[config.mk]
export PLATFORM = sky130hd
export DESIGN_NAME = bld_match_ctrl
export DESIGN_NICKNAME = d
export VERILOG_FILES = /design/src/rtl/bld_match_ctrl.sv
export SDC_FILE = /design/constraint.sdc
export NUM_CORES = 1
export LEC_CHECK = 0
export CORE_MARGIN = 4
export CORE_UTILIZATION = 45
export CTS_CLUSTER_DIAMETER = 120
export DETAILED_ROUTE_END_ITERATION = 8
export PLACE_DENSITY = 0.85
export SLEW_MARGIN = 10
export SYNTH_ARGS = -nofsm -noshare
export SYNTH_HDL_FRONTEND = slang
export SYNTH_SLANG_ARGS = --single-unit
export TNS_END_PERCENT = 50
[constraint.sdc]
create_clock -name clk -period 1.9 [get_ports clk]
set_input_delay 0.38 -clock clk [delete_from_list [all_inputs] [get_ports clk]]
set_output_delay 0.38 -clock clk [all_outputs]
set_load 0.02 [all_outputs]
[src/rtl/bld_match_ctrl.sv]
// bld_match_ctrl: round-robin arbiter sequencing one shared ABO phenotype decode, donor then recipient.
module bld_match_ctrl #(
  parameter int NREQ = 4
) (
  input  logic              clk,
  input  logic              rst_n,
  input  logic [NREQ-1:0]   req,
  input  logic [8*NREQ-1:0] pair,
  output logic [NREQ-1:0]   gnt,
  output logic              busy,
  output logic              vld,
  output logic [1:0]        id,
  output logic [2:0]        dnr_pheno,
  output logic [2:0]        rcp_pheno,
  output logic              compat,
  output logic              err,
  output logic [7:0]        err_cnt
);
  typedef enum logic [1:0] {IDLE, DNR, RCP} state_t;
  state_t state_q, state_d;
  logic [1:0] ptr_q, ptr_d, id_q, id_d, sel;
  logic [NREQ-1:0] gnt_q, gnt_d;
  logic [7:0] pair_q, pair_d, err_cnt_q, err_cnt_d;
  logic [2:0] dnr_st_q, dnr_st_d, dnr_pheno_q, dnr_pheno_d, rcp_pheno_q, rcp_pheno_d, rcp_dec;
  logic found, busy_q, busy_d, vld_q, vld_d, compat_q, compat_d, err_q, err_d, err_w;

  function automatic logic [2:0] decode(input logic [1:0] a, input logic [1:0] b);
    if (a == 2'd3 || b == 2'd3) return 3'd7;
    if (a == b) return (a == 2'd2) ? 3'd3 : {1'b0, a};
    if (a == 2'd2) return {1'b0, b};
    if (b == 2'd2) return {1'b0, a};
    return 3'd2;
  endfunction

  // Scan from the highest offset down so the nearest requester to the pointer wins.
  always_comb begin
    sel = '0;
    found = 1'b0;
    for (int k = NREQ - 1; k >= 0; k--) begin
      if (req[ptr_q + 2'(k)]) begin
        sel = ptr_q + 2'(k);
        found = 1'b1;
      end
    end
  end

  always_comb begin
    state_d = (state_q == IDLE) ? (found ? DNR : IDLE) : (state_q == DNR) ? RCP : IDLE;
  end

  always_comb begin
    rcp_dec = decode(pair_q[3:2], pair_q[1:0]);
    err_w = (dnr_st_q == 3'd7) || (rcp_dec == 3'd7);
    gnt_d = '0;
    vld_d = 1'b0;
    busy_d = (state_d != IDLE);
    ptr_d = ptr_q;
    id_d = id_q;
    pair_d = pair_q;
    dnr_st_d = dnr_st_q;
    dnr_pheno_d = dnr_pheno_q;
    rcp_pheno_d = rcp_pheno_q;
    compat_d = compat_q;
    err_d = err_q;
    err_cnt_d = err_cnt_q;
    if (state_q == IDLE && found) begin
      gnt_d = NREQ'(1) << sel;
      id_d = sel;
      ptr_d = sel + 2'd1;
      pair_d = pair[8*sel +: 8];
    end
    if (state_q == DNR) dnr_st_d = decode(pair_q[7:6], pair_q[5:4]);
    if (state_q == RCP) begin
      vld_d = 1'b1;
      dnr_pheno_d = dnr_st_q;
      rcp_pheno_d = rcp_dec;
      err_d = err_w;
      compat_d = !err_w && (dnr_st_q == 3'd3 || rcp_dec == 3'd2 || dnr_st_q == rcp_dec);
      err_cnt_d = (err_w && err_cnt_q != 8'hff) ? err_cnt_q + 8'd1 : err_cnt_q;
    end
  end

  always_ff @(posedge clk or negedge rst_n) begin
    if (!rst_n) begin
      state_q <= IDLE;
      ptr_q <= '0;
      gnt_q <= '0;
      busy_q <= 1'b0;
      vld_q <= 1'b0;
      id_q <= '0;
      pair_q <= '0;
      dnr_st_q <= '0;
      dnr_pheno_q <= '0;
      rcp_pheno_q <= '0;
      compat_q <= 1'b0;
      err_q <= 1'b0;
      err_cnt_q <= '0;
    end else begin
      state_q <= state_d;
      ptr_q <= ptr_d;
      gnt_q <= gnt_d;
      busy_q <= busy_d;
      vld_q <= vld_d;
      id_q <= id_d;
      pair_q <= pair_d;
      dnr_st_q <= dnr_st_d;
      dnr_pheno_q <= dnr_pheno_d;
      rcp_pheno_q <= rcp_pheno_d;
      compat_q <= compat_d;
      err_q <= err_d;
      err_cnt_q <= err_cnt_d;
    end
  end

  assign gnt = gnt_q;
  assign busy = busy_q;
  assign vld = vld_q;
  assign id = id_q;
  assign dnr_pheno = dnr_pheno_q;
  assign rcp_pheno = rcp_pheno_q;
  assign compat = compat_q;
  assign err = err_q;
  assign err_cnt = err_cnt_q;
endmodule

==> results.md <==
- CP top delay family: simple AND/OR/NAND/NOR gates
- Post-synth EDFFs: 0
- Leak: between 1 and 1.5 nW
- Fin crit period: around 1800 ps
- Peak supply drop: approximately 670 uV
- Total track usage: 0.159
- CTS tree: built
- Die Y: 78.0 um
- Sum of buffers and inverters on the critical path: 0
- Die ar.: 0.00609 sq mm
- Crit-path cells: ha_1 -> nand3_1 -> nor2_1 -> nor3_1 -> mux2_2
- Flop2flop setup slack: 90 ps
- Element type at the critical path end: flop
- DR DRC count: 0
- WL met1: 2010 um
- Final setup viols: 0
- Most common cell in the netlist: dfrtp_1
- # resized after CTS: 1
- Yosys cell types: 52
- Antenna cells: 0
- Worst hold path class: primary input to async pin
- DP Wirelength: 3660 um
- Mean Syn Cell Area: 10.1 sq um
- Slowest Stage Delay on Critical Path: 440 ps
- H-tree levels: 2
- Yosys top cell by area: dfrtp_1
- Area share of the largest cell type after synthesis: 0.442
- PD cells: 1390 mW/mm^2
- Most area-consuming cells after synthesis: dfrtp_1, nand2_1, mux2i_1, and4_1, o311ai_1
- Max-cap violations: 0
- Total core area: 0.00472 sq mm
- Vias: roughly 1,800
- Layout cells sized above 1: 0.135
- Final Util: 0.644
- DRT iter0 DRCs: 76
- Top Layer Used: met4
- IO Count: 62
- Post-CTS Hold Fix Bufs: 0
- Initial Utilization: 0.467
- Die W: 78.0 um
- Slowest-stage cell, CP: dfrtp_1
- Num rows: 25
- Skew final: 3.51 ps
- First-pass GRT wire length: 7810 um
- Met2 WL: around 2400 um
- Kind of critical path: flop to flop
- DRT Pass-1 Iters: 4
- Clock Latency Late Sink: approximately 280 ps
- Port buffer count: a little over 60
- Top FF cell, synth: dfrtp_1
- Crit Path Max Fanout: 4
- Cells after Synth: 219
- Hold Slack: 196 ps
- Via density: 5.15
- Critical path launch point type: flop
- DR WL/cell: 13.2 um
- Required @ worst endpoint: 2070 ps
- Clock Sinks: 39
- Status: finished clean
- Fin. Hold Viols: 0
- Slew headroom: 0.446
- Yosys warning count: 0
- Initial antenna violation count: 0
- WL met3: around 270 um
- Pin count of the biggest net entering global routing: 40
- Yosys reg bits: 39
- Final GP Congestion: 0.863
- Worst-path clk slew: roughly 70 ps
- Fillers: 380
- Slew Viols, Final: 0
- Vias in the first global route: 1,722
- Clock buffer count from CTS: 5
- Synthesized cell area: 0.00221 sq mm
- Syn Nets: between 200 and 300
- Crit path DAT: 1980 ps
- Max Fclk: 0.554 GHz
- Bufs on Longest Clock Path: 2
- Congestion Overflow GR: 0
- Routed Antenna Nets: 0
- Area grow syn2layout: 37.8%
- Clk root buf: clkbuf_8
- Post-synthesis sequential area ratio: 0.442
- DRT Wirelength: 4680 um
- Asr flop ratio synth: 1.00
- Slew of the pin with the lowest slew margin: 831 ps
- Post-CTS setup buffers: 0
- Final net count: about 330
- Part of the cycle the worst path needs: 0.951
- Post-synth top cells: dfrtp_1, nand2_1, o21ai_0, mux2i_1
flip-flops by register name, summed over array words and instances (netlist names), 2 cells and up:
signal	count
err_cnt	8
pair_q	8
gnt	4
dnr_pheno	3
dnr_st_q	3
rcp_pheno	3
id	2
ptr_q	2
state_q	2
cells in the final DEF (no fill, tap or decap), drive strengths merged, types with 3 or more instances in the layout:
master         instances
a21oi                  8
and2                   5
and4                   8
buf                   16
clkbuf                 6
clkdlybuf4s50         58
dfrtp                 39
ha                     5
inv                    6
mux2i                 10
nand2                 34
nand3                  4
nand4                  3
nor2                   6
nor3                   4
o21ai                 17
o311ai                 9
o31a                   8
or3                    4
xnor2                  6
xor2                   3
cells by family after synthesis:
logic type	synth area share
multiplexers	0.0573
adder cells (fa/ha/maj)	0.0374
flip-flops	0.442
AO/OA/AOI/OAI	0.171
buffers and inverters	0.0488
AND/OR/NAND/NOR	0.208
XOR/XNOR	0.0357
metrics by stage:
step / setup TNS (ps) / power, mW / setup WS [ps] / area (sq um) / instances
floorplan: 0 / 2.94 / 214 / 2210 / 219
global placement: -1700 / 3.65 / -163 / 2940 / 350
detailed placement: -3030 / 3.73 / -305 / 2940 / 350
CTS: 0 / 4.25 / 23.4 / 3020 / 356
global route: -26.5 / 4.57 / -13.5 / 3040 / 356
finish: 0 / 4.22 / 93.8 / 3040 / 356
path summary, 6_finish.rpt:
kind                                endpoint  depth (start not counted)    startpoint
worst max-delay path              err_cnt[1]                          5    err_cnt[0]
worst min-delay path              err_cnt[2]                          1         rst_n
worst max register to register    err_cnt[1]                          5    err_cnt[0]
worst min register to register  rcp_pheno[0]                          2  rcp_pheno[0]
max in group asynchronous           ptr_q[1]                          1         rst_n
min in group clk                rcp_pheno[0]                          2  rcp_pheno[0]
layer usage:
layer / track usage / vias up
met2: 0.277 / 52
met4: 0.0437 / 0
li1: - / 935
met5: 0 / -
met3: 0.0459 / 5
met1: 0.191 / 840
report_power, final:
| part | total [mW] | leakage (nW) | switching, mW | internal, mW |
|---|---|---|---|---|
| Sequential | 1.51 | 0.493 | 0.334 | 1.17 |
| Combinational | 2.22 | 0.779 | 1.13 | 1.09 |
| Clock | 0.495 | 0.0371 | 0.251 | 0.244 |
cell type report:
cell class / count / area [sq um] / share of cell area
Inverter: 8 / 40.0 / 0.0132
Sequential cell: 39 / 977 / 0.321
Multi-Input combinational cell: 160 / 1140 / 0.376
Tap cell: 67 / 83.8 / 0.0276
Timing Repair Buffer: 76 / 723 / 0.238
Clock buffer: 6 / 72.6 / 0.0239
Power figures use the tool's default switching activity.
==> RTL edit (same flow settings) <==
Put one more register stage on the output `err_cnt`. The value now appears one clock later. The other outputs are not delayed to match.
--- a/src/rtl/bld_match_ctrl.sv
+++ b/src/rtl/bld_match_ctrl.sv
@@ -120,6 +120,8 @@
   assign rcp_pheno = rcp_pheno_q;
   assign compat = compat_q;
   assign err = err_q;
-  assign err_cnt = err_cnt_q;
+  always_ff @(posedge clk) begin
+    err_cnt <= err_cnt_q;
+  end
 endmodule
 
Formal check against the unedited RTL: not equivalent (a bounded check fails within 4 cycles, from zero or initial values and one cycle with rst_n low).
==> RTL edit against the original RTL <==
First-iteration DRC count shrank 3.9%. Area after synthesis grew 1.8%. Sequential cell count grew 8. Critical path depth grew 2. Utilization grew 1.5 points. Design area grew 3.7%. Worst setup slack lost 38 ps. Combinational power grew 2%. Non-clock buffer count shrank 1. Synthesized cell count shrank 4.1%. Sequential power grew 18%. Wire length shrank 3.4%. Worst hold slack lost 86 ps. Total power grew 11%. Largest cell class is now registers.
==> RTL edit: results (changes against the original RTL) <==
- Synth top cells by count: dfrtp_1 (39), nand2_1 (28), and2_1 (13)
- DR WL/cell: 12.8 um (-2.6%)
- CLK BUF: 7 (+1)
- Syn nets: 253 (-3.4%)
- GRT Overall Usage: 15.2% (-0.70 points)
- FF-to-FF Start: err_cnt_q[0]
- Non-Clock Buffer Area Fraction: 22.5% (-1.2 points)
- Sequential share of the synthesized area: 50.6% (+6.4 points)
- Slowest cell on crit path: clkdlybuf4s50_1
- Fin nets: 328 (-1.5%)
- Post-synth ARST share: 83.0% (-17 points)
- Bufs on Longest Clock Path: 2 (unchanged)
- Fillcell total: 384 (+1.1%)
- Share of cells above drive strength 1: 15.0% (+1.5 points)
- Drt pass-1 iters: 5 (+1)
- Number of distinct library cells after synthesis: 47 (-9.6%)
- Seq/total area: 36.0% (+3.9 points)
- Fraction of area in multi-input gates: 34.1% (-3.5 points)
- Outcome: finished, final reports clean
- Reg2reg end: err_cnt_q[1]
- Synth area leaders: dfrtp_1 (43%), dfxtp_1 (7.1%), nand2_1 (4.7%), mux2i_1 (4.0%), and2_1 (3.6%)
- Critical Path Fanout Max: 9 (+5)
- Multi-input gates: 148 (-7.5%)
- GPL Wtd Cong: 0.787 (-8.8%)
- HP Class: input pin to asynchronous set/reset pin
- Skew-Pair Late Insertion Delay: 300 ps (+20 ps)
- Final hold slack: 110 ps (-86.2 ps)
- Worst slack, placed: -312 ps (-6.88 ps)
- First-pass GRT wire length: 7480 um (-4.2%)
- Seq power: 1.78 mW (+18%)
- Nonclk buf count: 75 (-1.3%)
- Crit path DAT: 2040 ps (+60 ps)
- Post-DP HPWL: 3470 um (-5.1%)
- FF-to-FF path depth: 4 (-1)
- Vias in the first global route: 1738 (+0.93%)
- Max stage delay on crit path: 560 ps (+120 ps)
- CP Capture Point: pair_q[6]
- Vias: 1802 (-1.6%)
- Fin crit period: 1840 ps (+38.0 ps)
- Max_slew headroom: 68.8% (+24 points)
- DR iter-0 viols: 73 (-3.9%)
- Worst VDD drop: 0.719 mV (+7.9%)
- Final Skew: 8.31 ps (+4.80 ps)
[RTL edit: metal layers]
layer	track usage, %	wire length, um
met1	17.7	1930
met4	4.72	68
met2	26.4	2170
met3	4.82	353
met5	0	0
[RTL edit: cell families after synthesis]
group | Yosys count | synth area share [%]
buffers and inverters | 15 | 4.12
XOR/XNOR | 8 | 3.12
adder cells (fa/ha/maj) | 7 | 3.68
AO/OA/AOI/OAI | 44 | 15.4
AND/OR/NAND/NOR | 76 | 17.1
flip-flops | 47 | 50.6
multiplexers | 13 | 6.02
[RTL edit: per-stage QoR]
stage | power [mW] | util [%] | setup TNS, ps | cell area [sq um] | instances
floorplan | 3.18 | - | 0 | 2240 | 210
global placement | 3.90 | 62.4 | -2340 | 2990 | 345
detailed placement | 4.00 | 62.4 | -3890 | 2990 | 345
CTS | 4.65 | 64.6 | 0 | 3090 | 353
global route | 5.06 | 65.9 | -18.5 | 3150 | 353
finish | 4.69 | 65.9 | 0 | 3150 | 353
